**src/rtl/dft_pkg.sv**
```systemverilog
// -----------------------------------------------------------------------------
// dft_pkg
// Shared definitions for the scan-test sequencer and its helpers.
//   state_e           : 3-bit encoding of the sequencer states
//   CHAIN_LEN_DEFAULT : default number of flops in the scan chain
// -----------------------------------------------------------------------------
package dft_pkg;

  localparam int unsigned CHAIN_LEN_DEFAULT = 4;

  typedef enum logic [2:0] {
    S_IDLE      = 3'd0,
    S_SHIFT_IN  = 3'd1,
    S_CAPTURE   = 3'd2,
    S_SHIFT_OUT = 3'd3,
    S_DONE      = 3'd4
  } state_e;

endpackage : dft_pkg

```
**src/rtl/scan_bit_cnt.sv**
```systemverilog
// -----------------------------------------------------------------------------
// scan_bit_cnt
// Down-counter that times one full pass over the scan chain. Loading sets it
// to CHAIN_LEN-1, so a load followed by CHAIN_LEN decrement cycles lands on
// zero in the last of those cycles.
//   clk    : rising-edge clock
//   rstn   : asynchronous active-low reset (count cleared)
//   load_i : reload to CHAIN_LEN-1 (wins over dec_i)
//   dec_i  : decrement by one, holding at zero
//   zero_o : count is zero
// -----------------------------------------------------------------------------
module scan_bit_cnt
  import dft_pkg::*;
#(
  parameter int unsigned CHAIN_LEN = CHAIN_LEN_DEFAULT
) (
  input  logic clk,
  input  logic rstn,
  input  logic load_i,
  input  logic dec_i,
  output logic zero_o
);

  localparam int unsigned CW = (CHAIN_LEN > 1) ? $clog2(CHAIN_LEN) : 1;
  localparam logic [CW-1:0] LOAD_VAL = CW'(CHAIN_LEN - 1);

  logic [CW-1:0] cnt_q;
  logic [CW-1:0] cnt_d;

  always_comb begin
    cnt_d = cnt_q;
    if (load_i) begin
      cnt_d = LOAD_VAL;
    end else if (dec_i && (cnt_q != '0)) begin
      cnt_d = cnt_q - CW'(1);
    end
  end

  always_ff @(posedge clk or negedge rstn) begin
    if (!rstn) begin
      cnt_q <= '0;
    end else begin
      cnt_q <= cnt_d;
    end
  end

  assign zero_o = (cnt_q == '0);

endmodule : scan_bit_cnt

```
**src/rtl/scan_test_ctrl.sv**
```systemverilog
// -----------------------------------------------------------------------------
// scan_test_ctrl
// Scan-test sequencer for a single scan chain. Per test it shifts a pattern
// into the chain, pulses one functional capture, shifts the response out,
// and compares it against an expected word.
//
// Ports:
//   clk, rstn  : clock and asynchronous active-low reset (shared with chain)
//   start      : request a test; only honoured in IDLE
//   pattern    : stimulus, bit i lands in chain flop i
//   expected   : expected captured value, bit i = flop i
//   clr_cnt    : synchronous clear of err_count (beats a same-cycle increment)
//   chain_so   : serial output of the chain's last flop
//   scan_en    : chain scan enable
//   scan_in    : chain serial input (first flop)
//   busy       : high in every state except IDLE
//   done       : one-cycle pulse in the DONE state
//   pass       : last completed test matched
//   response   : last captured chain value, bit i = flop i
//   fail_mask  : response ^ expected for the last completed test
//   err_count  : saturating count of failed tests
// -----------------------------------------------------------------------------
module scan_test_ctrl
  import dft_pkg::*;
#(
  parameter int unsigned CHAIN_LEN = CHAIN_LEN_DEFAULT,
  parameter int unsigned CNT_W     = 8
) (
  input  logic                 clk,
  input  logic                 rstn,
  input  logic                 start,
  input  logic [CHAIN_LEN-1:0] pattern,
  input  logic [CHAIN_LEN-1:0] expected,
  input  logic                 clr_cnt,
  input  logic                 chain_so,
  output logic                 scan_en,
  output logic                 scan_in,
  output logic                 busy,
  output logic                 done,
  output logic                 pass,
  output logic [CHAIN_LEN-1:0] response,
  output logic [CHAIN_LEN-1:0] fail_mask,
  output logic [CNT_W-1:0]     err_count
);

  state_e               state_q,      state_d;
  logic [CHAIN_LEN-1:0] pattern_sr_q, pattern_sr_d;
  logic [CHAIN_LEN-1:0] exp_q,        exp_d;
  logic [CHAIN_LEN-1:0] resp_sr_q,    resp_sr_d;
  logic [CHAIN_LEN-1:0] response_q,   response_d;
  logic [CHAIN_LEN-1:0] fail_mask_q,  fail_mask_d;
  logic                 pass_q,       pass_d;
  logic [CNT_W-1:0]     err_q,        err_d;

  logic cnt_load;
  logic cnt_dec;
  logic cnt_zero;

  // One counter times both shift phases; it is reloaded on entry to each.
  scan_bit_cnt #(
    .CHAIN_LEN (CHAIN_LEN)
  ) u_bit_cnt (
    .clk    (clk),
    .rstn   (rstn),
    .load_i (cnt_load),
    .dec_i  (cnt_dec),
    .zero_o (cnt_zero)
  );

  // NOTE: every signal written here gets a default first, so no path through
  // the case leaves a value unassigned and no latch is inferred.
  always_comb begin
    state_d      = state_q;
    pattern_sr_d = pattern_sr_q;
    exp_d        = exp_q;
    resp_sr_d    = resp_sr_q;
    response_d   = response_q;
    fail_mask_d  = fail_mask_q;
    pass_d       = pass_q;
    err_d        = err_q;
    cnt_load     = 1'b0;
    cnt_dec      = 1'b0;

    unique case (state_q)
      S_IDLE: begin
        if (start) begin
          pattern_sr_d = pattern;
          exp_d        = expected;
          cnt_load     = 1'b1;
          state_d      = S_SHIFT_IN;
        end
      end

      // MSB leaves first, so pattern[CHAIN_LEN-1] travels furthest down
      // the chain and pattern[0] ends up in flop 0.
      S_SHIFT_IN: begin
        pattern_sr_d = pattern_sr_q << 1;
        cnt_dec      = 1'b1;
        if (cnt_zero) begin
          cnt_load = 1'b1;
          state_d  = S_CAPTURE;
        end
      end

      S_CAPTURE: begin
        state_d = S_SHIFT_OUT;
      end

      // The first bit out is the last flop; after CHAIN_LEN samples it has
      // moved up to the MSB, so bit i of resp_sr matches flop i.
      S_SHIFT_OUT: begin
        resp_sr_d = {resp_sr_q[CHAIN_LEN-2:0], chain_so};
        cnt_dec   = 1'b1;
        if (cnt_zero) begin
          state_d = S_DONE;
        end
      end

      S_DONE: begin
        response_d  = resp_sr_q;
        fail_mask_d = resp_sr_q ^ exp_q;
        pass_d      = (resp_sr_q == exp_q);
        if ((resp_sr_q != exp_q) && (err_q != '1)) begin
          err_d = err_q + CNT_W'(1);
        end
        state_d = S_IDLE;
      end

      default: begin
        state_d = S_IDLE;
      end
    endcase

    if (clr_cnt) begin
      err_d = '0;
    end
  end

  // NOTE: sequential state uses non-blocking assignments so every flop
  // samples its inputs from the same pre-edge values.
  always_ff @(posedge clk or negedge rstn) begin
    if (!rstn) begin
      state_q      <= S_IDLE;
      pattern_sr_q <= '0;
      exp_q        <= '0;
      resp_sr_q    <= '0;
      response_q   <= '0;
      fail_mask_q  <= '0;
      pass_q       <= 1'b0;
      err_q        <= '0;
    end else begin
      state_q      <= state_d;
      pattern_sr_q <= pattern_sr_d;
      exp_q        <= exp_d;
      resp_sr_q    <= resp_sr_d;
      response_q   <= response_d;
      fail_mask_q  <= fail_mask_d;
      pass_q       <= pass_d;
      err_q        <= err_d;
    end
  end

  // Moore decode from registered state only.
  assign scan_en   = (state_q == S_SHIFT_IN) || (state_q == S_SHIFT_OUT);
  assign scan_in   = (state_q == S_SHIFT_IN) ? pattern_sr_q[CHAIN_LEN-1] : 1'b0;
  assign busy      = (state_q != S_IDLE);
  assign done      = (state_q == S_DONE);
  assign pass      = pass_q;
  assign response  = response_q;
  assign fail_mask = fail_mask_q;
  assign err_count = err_q;

endmodule : scan_test_ctrl
```
**config.mk**
```make
export PLATFORM = sky130hd
export DESIGN_NAME = scan_test_ctrl
export DESIGN_NICKNAME = d
export VERILOG_FILES = /design/src/rtl/dft_pkg.sv /design/src/rtl/scan_bit_cnt.sv /design/src/rtl/scan_test_ctrl.sv
export SDC_FILE = /design/constraint.sdc
export NUM_CORES = 1
export LEC_CHECK = 0
export CORE_AREA = 2 2 63 65
export CTS_CLUSTER_DIAMETER = 60
export CTS_CLUSTER_SIZE = 28
export DETAILED_ROUTE_END_ITERATION = 7
export DIE_AREA = 0 0 65 67
export GPL_TIMING_DRIVEN = 1
export PLACE_DENSITY = 0.7
export SLEW_MARGIN = 20
export SYNTH_ARGS = -nofsm -noshare
export SYNTH_HDL_FRONTEND = slang
export SYNTH_HIERARCHICAL = 1
export SYNTH_SLANG_ARGS = --single-unit
```
**constraint.sdc**
```tcl
create_clock -name clk -period 1.6 [get_ports clk]
set_input_delay 0.24 -clock clk [delete_from_list [all_inputs] [get_ports clk]]
set_output_delay 0.24 -clock clk [all_outputs]
set_load 0.1 [all_outputs]
```
Word-level counts from Yosys, hierarchy flattened

Index checks and enable logic that the tools add are counted.

Flip-flop bits (word level): 34

Add/sub/neg operators: 2
Equal/unequal tests: 10
Mux-type cells: 16
Bitwise logic cells: 1
Reduce and logical (&&, ||, !) cells: 16

Operator list:

| operator                                             | count |
|---|---|
| two-way mux 8 bit                                    | 3 |
| case mux 3 bit (4 select lines)                      | 1 |
| nonzero test 2 bit                                   | 5 |
| two-way mux 3 bit                                    | 3 |
| adder 8 x 1 -> 8 bit (second input constant)         | 1 |
| != test 8 bit (second input constant)                | 1 |
| case mux 4 bit (2 select lines)                      | 1 |
| equality test 3 x 2 -> 1 bit (second input constant) | 2 |
| != test 2 bit (second input constant)                | 3 |
| AND reduction 2 bit                                  | 3 |
| equality test 4 bit                                  | 1 |
| two-way mux 1 bit                                    | 4 |
| two-way mux 2 bit                                    | 2 |
| two-way mux 4 bit                                    | 1 |
| != test 4 bit                                        | 1 |
| bitwise XOR 4 bit                                    | 1 |
| equality test 3 x 1 -> 1 bit (second input constant) | 1 |
| equality test 3 bit (second input constant)          | 1 |
| logical NOT 3 bit                                    | 1 |
| AND reduction 3 bit                                  | 1 |
| nonzero test 3 bit                                   | 1 |
| logical AND 1 bit                                    | 2 |
| logical NOT 2 bit                                    | 1 |
| case mux 1 bit (2 select lines)                      | 1 |
| other kinds (3)                                      | 3 |

Logic depth before layout (Yosys ltp)

Depth in word-level cells: 6
Mapped depth: 7
Depth with buffers taken out: 6

Hierarchy

The synthesis kept the hierarchy.

By module, submodules not included:

| module         | instances | cells an instance | area each (µm²) |
|---|---|---|---|
| scan_test_ctrl | 1         | 129               | 1471.4 |
| scan_bit_cnt   | 1         | 12                | 123.9 |

Worst setup path after synthesis

OpenSTA, ideal clock, no wires.

Path kind: register -> output
Start: reg state_q[2]
End: out scan_in
Arrival time: 3.113 ns
Required time: 1.360 ns
Path slack: -1.753 ns
Cell stages (with the launch flop): 5
Path buffers: 1
Cell sequence: dfrtp_1 -> nor2b_1 -> nor2b_1 -> clkbuf_1 -> and2_1

Word-level cells in the longest chain between the ends: 2

RTL lines:

| element                      | line                  | source |
|---|---|---|
| from (decl)                  | scan_test_ctrl.sv:46  | `state_e state_q, state_d;` |
| from (signal assigned)       | scan_test_ctrl.sv:152 | `state_q <= state_d;` |
| equality test 3 x 1 -> 1 bit | scan_test_ctrl.sv:165 | `assign scan_in = (state_q == S_SHIFT_IN) ? pattern_sr_q[CHAIN_LEN-1] : 1'b0;` |
| two-way mux 1 bit            | scan_test_ctrl.sv:165 |  |
| to (decl)                    | scan_test_ctrl.sv:37  | `output logic scan_in,` |

No other way between the ends.

Worst setup path in the final report

Start: reg err_q[1] (netlist: err_count[1])
End: reg err_q[3] (netlist: err_count[3])

Word-level cells in the longest chain between the ends: 4
Elaborated cells on any way between the ends: 8
Classes of those cells: add/sub: 1; eq/ne: 1; mux: 3; reduce/logical: 3

RTL lines:

| element                                                  | line                                         | source |
|---|---|---|
| from (decl)                                              | scan_test_ctrl.sv:53                         | `logic [CNT_W-1:0] err_q, err_d;` |
| from (signal assigned)                                   | scan_test_ctrl.sv:159                        | `err_q <= err_d;` |
| adder 8 x 1 -> 8 bit or != test 8 bit (tied branches)    | scan_test_ctrl.sv:124, scan_test_ctrl.sv:123 |  |
| two-way mux 8 bit or logical AND 1 bit (tied branches)   | scan_test_ctrl.sv:123                        | `if ((resp_sr_q != exp_q) && (err_q != '1)) begin` |
| two-way mux 8 bit or nonzero test 2 bit (tied branches)  | --                                           |  |
| two-way mux 8 bit or AND reduction 2 bit (tied branches) | --                                           |  |

Parallel ways exist; a longest one is shown, timed or not. The select of a mux whose other input is x is not followed.
A chain may end at the register's enable or synchronous reset.

==> flow_summary.yaml <==
min_path:
  hold_class: "primary input to asynchronous set/reset pin"
drt:
  wl_mm: 3.95
  vias: 1333
  vias_per_cell: 5.29
  drt_pre_antenna_iters: 4
  postRouteAntennaNets: 0
  drc: 0
  drtIter0Drc: 134
  avgRoutedWirePerCell_um: 15.7
sta:
  finClkSkew_ns: 0.00376
  worst_slew_pin_slew_ns: 0.432
  rsz0062_at_grt: "true"
  fmax_ghz: 0.601
  fin_ws_ns: -0.0629
  hold_viol: 0
  fin_crit_sh_pct: 104
  maxSlewHeadroom_pct: 71.2
  setup_viol: 5
  slew_violations: 0
  period_needed_ns: 1.66
grt:
  grt_usage_pct: 19.9
  antenna_found_initial: 0
  grt_pass1_wl_mm: 6.49
  grt_pass1_vias: 1363
  overflow: 0
  grt_start_max_net_pins: 35
synth:
  synth_nets: 156
  synth_seq_cells: 34
  synthArstFlopShare_pct: 100
  synthFlopType: "dfrtp_1"
  synth.avg_cell_area_um2: 11.3
  ys_warn_count: 6
  syn_inst: 141
  yosysSeqAreaShare_pct: 53.3
  synth_edf_count: 0
  yosysUniqueCellTypes: 41
  syn-cell-area_um2: 1600
power:
  p_leak_uw: 0.00117
  p_switching_uw: 2070
  report.power.total_uw: 4840
  sequentialPowerShare_pct: 29.1
  power.share.switching_pct: 42.7
  power.density_nw_per_um2: 1830
  p_clk_share_pct: 15.4
  p_int_uw: 2780
  power_frac_comb_pct: 55.5
  vdd_drop_max_uv: 1770
floorplanning:
  dieHeight_um: 67
  num_rows: 22
  core_area_um2: 3610
  chipWidth_um: 65
  start_util_pct: 44.2
  ios: 34
  dieArea_um2: 4360
placed_design:
  portBuffers: 33
  place_ws_ns: -0.00238
  place_congestion: 0.881
  hpwl_mm: 2.70
  dp.cells: 232
cts:
  htree_levels: 2
  clk_path_buf_depth: 2
  path_clk_slew_ns: 0.07
  root_buffer: "clkbuf_8"
  cts_buffers: 5
  cts_sinks: 34
  cts_tree: "built"
  clk_latency_ns: 0.28
setup_path:
  start_kind: "register"
  endpoint_kind: "register"
  path_class: "register to register"
  critPathMaxFanout: 5
  slowest_stage: "dfrtp_4"
  max_stage_delay_ns: 0.49
  required_ns: 1.77
  path_cells: "ha_4 -> nand4_1 -> o21ai_2 -> buf_4 -> o31ai_1 -> a21oi_2"
  worstPathArrival_ns: 1.83
finish:
  fin_util_pct: 73.4
  drive_gt1_share_pct: 48.0
  fin_cells: 252
  syn_to_final_growth_pct: 65.9
  antenna_cells: 0
  nNetsFinal: 218
job:
  maxCapViolCount: 0
run_status:
  status: "finished with violations"
  violations: "negative setup slack"
-- path summary, 6_finish.rpt --
kind	start	endpoint	slack, ns	cells after the start
setup / recovery	err_count[1]$_DFFE_PN0P_	err_count[3]$_DFFE_PN0P_	-0.06	6
max in group asynchronous	rstn	err_count[1]$_DFFE_PN0P_	0.90	2
hold reg to reg	pattern_sr_q[2]$_DFFE_PN0P_	pattern_sr_q[3]$_DFFE_PN0P_	0.54	1
min in group clk	pattern[0]	pattern_sr_q[0]$_DFFE_PN0P_	0.50	3
hold / removal	rstn	fail_mask[2]$_DFFE_PN0P_	0.36	2
setup reg to reg	err_count[1]$_DFFE_PN0P_	err_count[3]$_DFFE_PN0P_	-0.06	6
-- registers in the layout, summed over array words and instances (netlist names) --
| register | count |
|---|---|
| pass | 1 |
| state_q | 3 |
| exp_q | 4 |
| resp_sr_q | 4 |
| response | 4 |
| u_bit_cnt/cnt_q | 2 |
| pattern_sr_q | 4 |
| fail_mask | 4 |
| err_count | 8 |
-- area by class of cell --
type                       count  area (um2)
inverter                       7        26.3
timing repair buffer          61         773
tap                           48        60.1
fill                         233         960
multi-input combinational     94         807
clock buffer                   8         110
sequential                    34         870
-- synthesized netlist by cell type, types with 2 or more instances --
master / count / area, um2
or4_1: 5 / 37.5
clkbuf_1: 2 / 7.51
o21ai_1: 2 / 10.0
mux2_1: 9 / 101
inv_1: 6 / 22.5
o31ai_1: 6 / 45.0
ha_1: 2 / 25.0
and3_1: 2 / 12.5
buf_2: 2 / 10.0
dfrtp_1: 34 / 851
nand2_1: 4 / 15.0
or3_1: 2 / 12.5
nand4_1: 2 / 12.5
nor2_1: 9 / 33.8
buf_6: 2 / 22.5
mux2_2: 5 / 56.3
nor2b_1: 3 / 18.8
mux2i_1: 2 / 20.0
nor3_1: 2 / 10.0
nand3_1: 5 / 25.0
nor3b_1: 3 / 22.5
a21oi_1: 10 / 50.1
xnor2_1: 4 / 35.0
-- layout by cell type, fill, tap and decap left out, types with 6 or more instances in the layout --
cell and n:
dfrtp_1 25, buf_4 22, buf_12 21, clkdlybuf4s50_1 12
nor2_1 9, clkbuf_8 8, a21oi_1 7, inv_1 6
dfrtp_2 6, buf_6 6
-- stage by stage --
step            TNS, ns  hold WS [ns]  instance area (um2)
2_1_floorplan     -1.82       -0.0556                 1680
3_3_place_gp          0         0.493                 2350
3_5_place_dp   -0.00238         0.496                 2350
4_1_cts          -0.117         0.378                 2540
5_1_grt          -0.775         0.403                 2650
6_report         -0.137         0.357                 2650
-- critical path, delay by kind of cell, from the launching register on --
kind	cells	cell delay (ns)
AO/OA/AOI/OAI	3	0.55
flip-flops	1	0.49
AND/OR/NAND/NOR	1	0.17
buffers and inverters	1	0.17
adder cells (fa/ha/maj)	1	0.16
-- routing by layer --
layer | track usage, % | share of wire (%) | vias to the layer above
li1 | - | - | 627
met1 | 23.6 | 41 | 651
met2 | 34.5 | 51 | 45
met3 | 5.07 | 6.0 | 10
met4 | 7.71 | 2.4 | 0
met5 | 0 | 0 | -
-- power by group through the flow --
stage                     Clock (uW)  Combinational, uW  Sequential [uW]
after CTS                        766               2590             1390
after global routing             804               2820             1440
after global placement             0               2410             1380
after detailed placement           0               2480             1400
final                            748               2690             1410
after floorplan                    0               1160             1890
-- cell families after synthesis --
family          count (synthesis)  synth area share [%]
flops                          34                  53.3
simple gates                   45                  16.5
xor+xnor                        5                  2.74
buf+inv                        14                  4.39
compound gates                 25                  10.4
mux                            16                  11.1
fa+ha+maj                       2                  1.57
-- timing repair --
action	4_1_cts	5_1_grt
pin swaps	8	10
hold buffers	0	0
buffers inserted	4	8
setup endpoints to repair	3	17
resized for setup	10	13
cloned	1	0
Note: power is estimated with default switching activity, not from simulation.
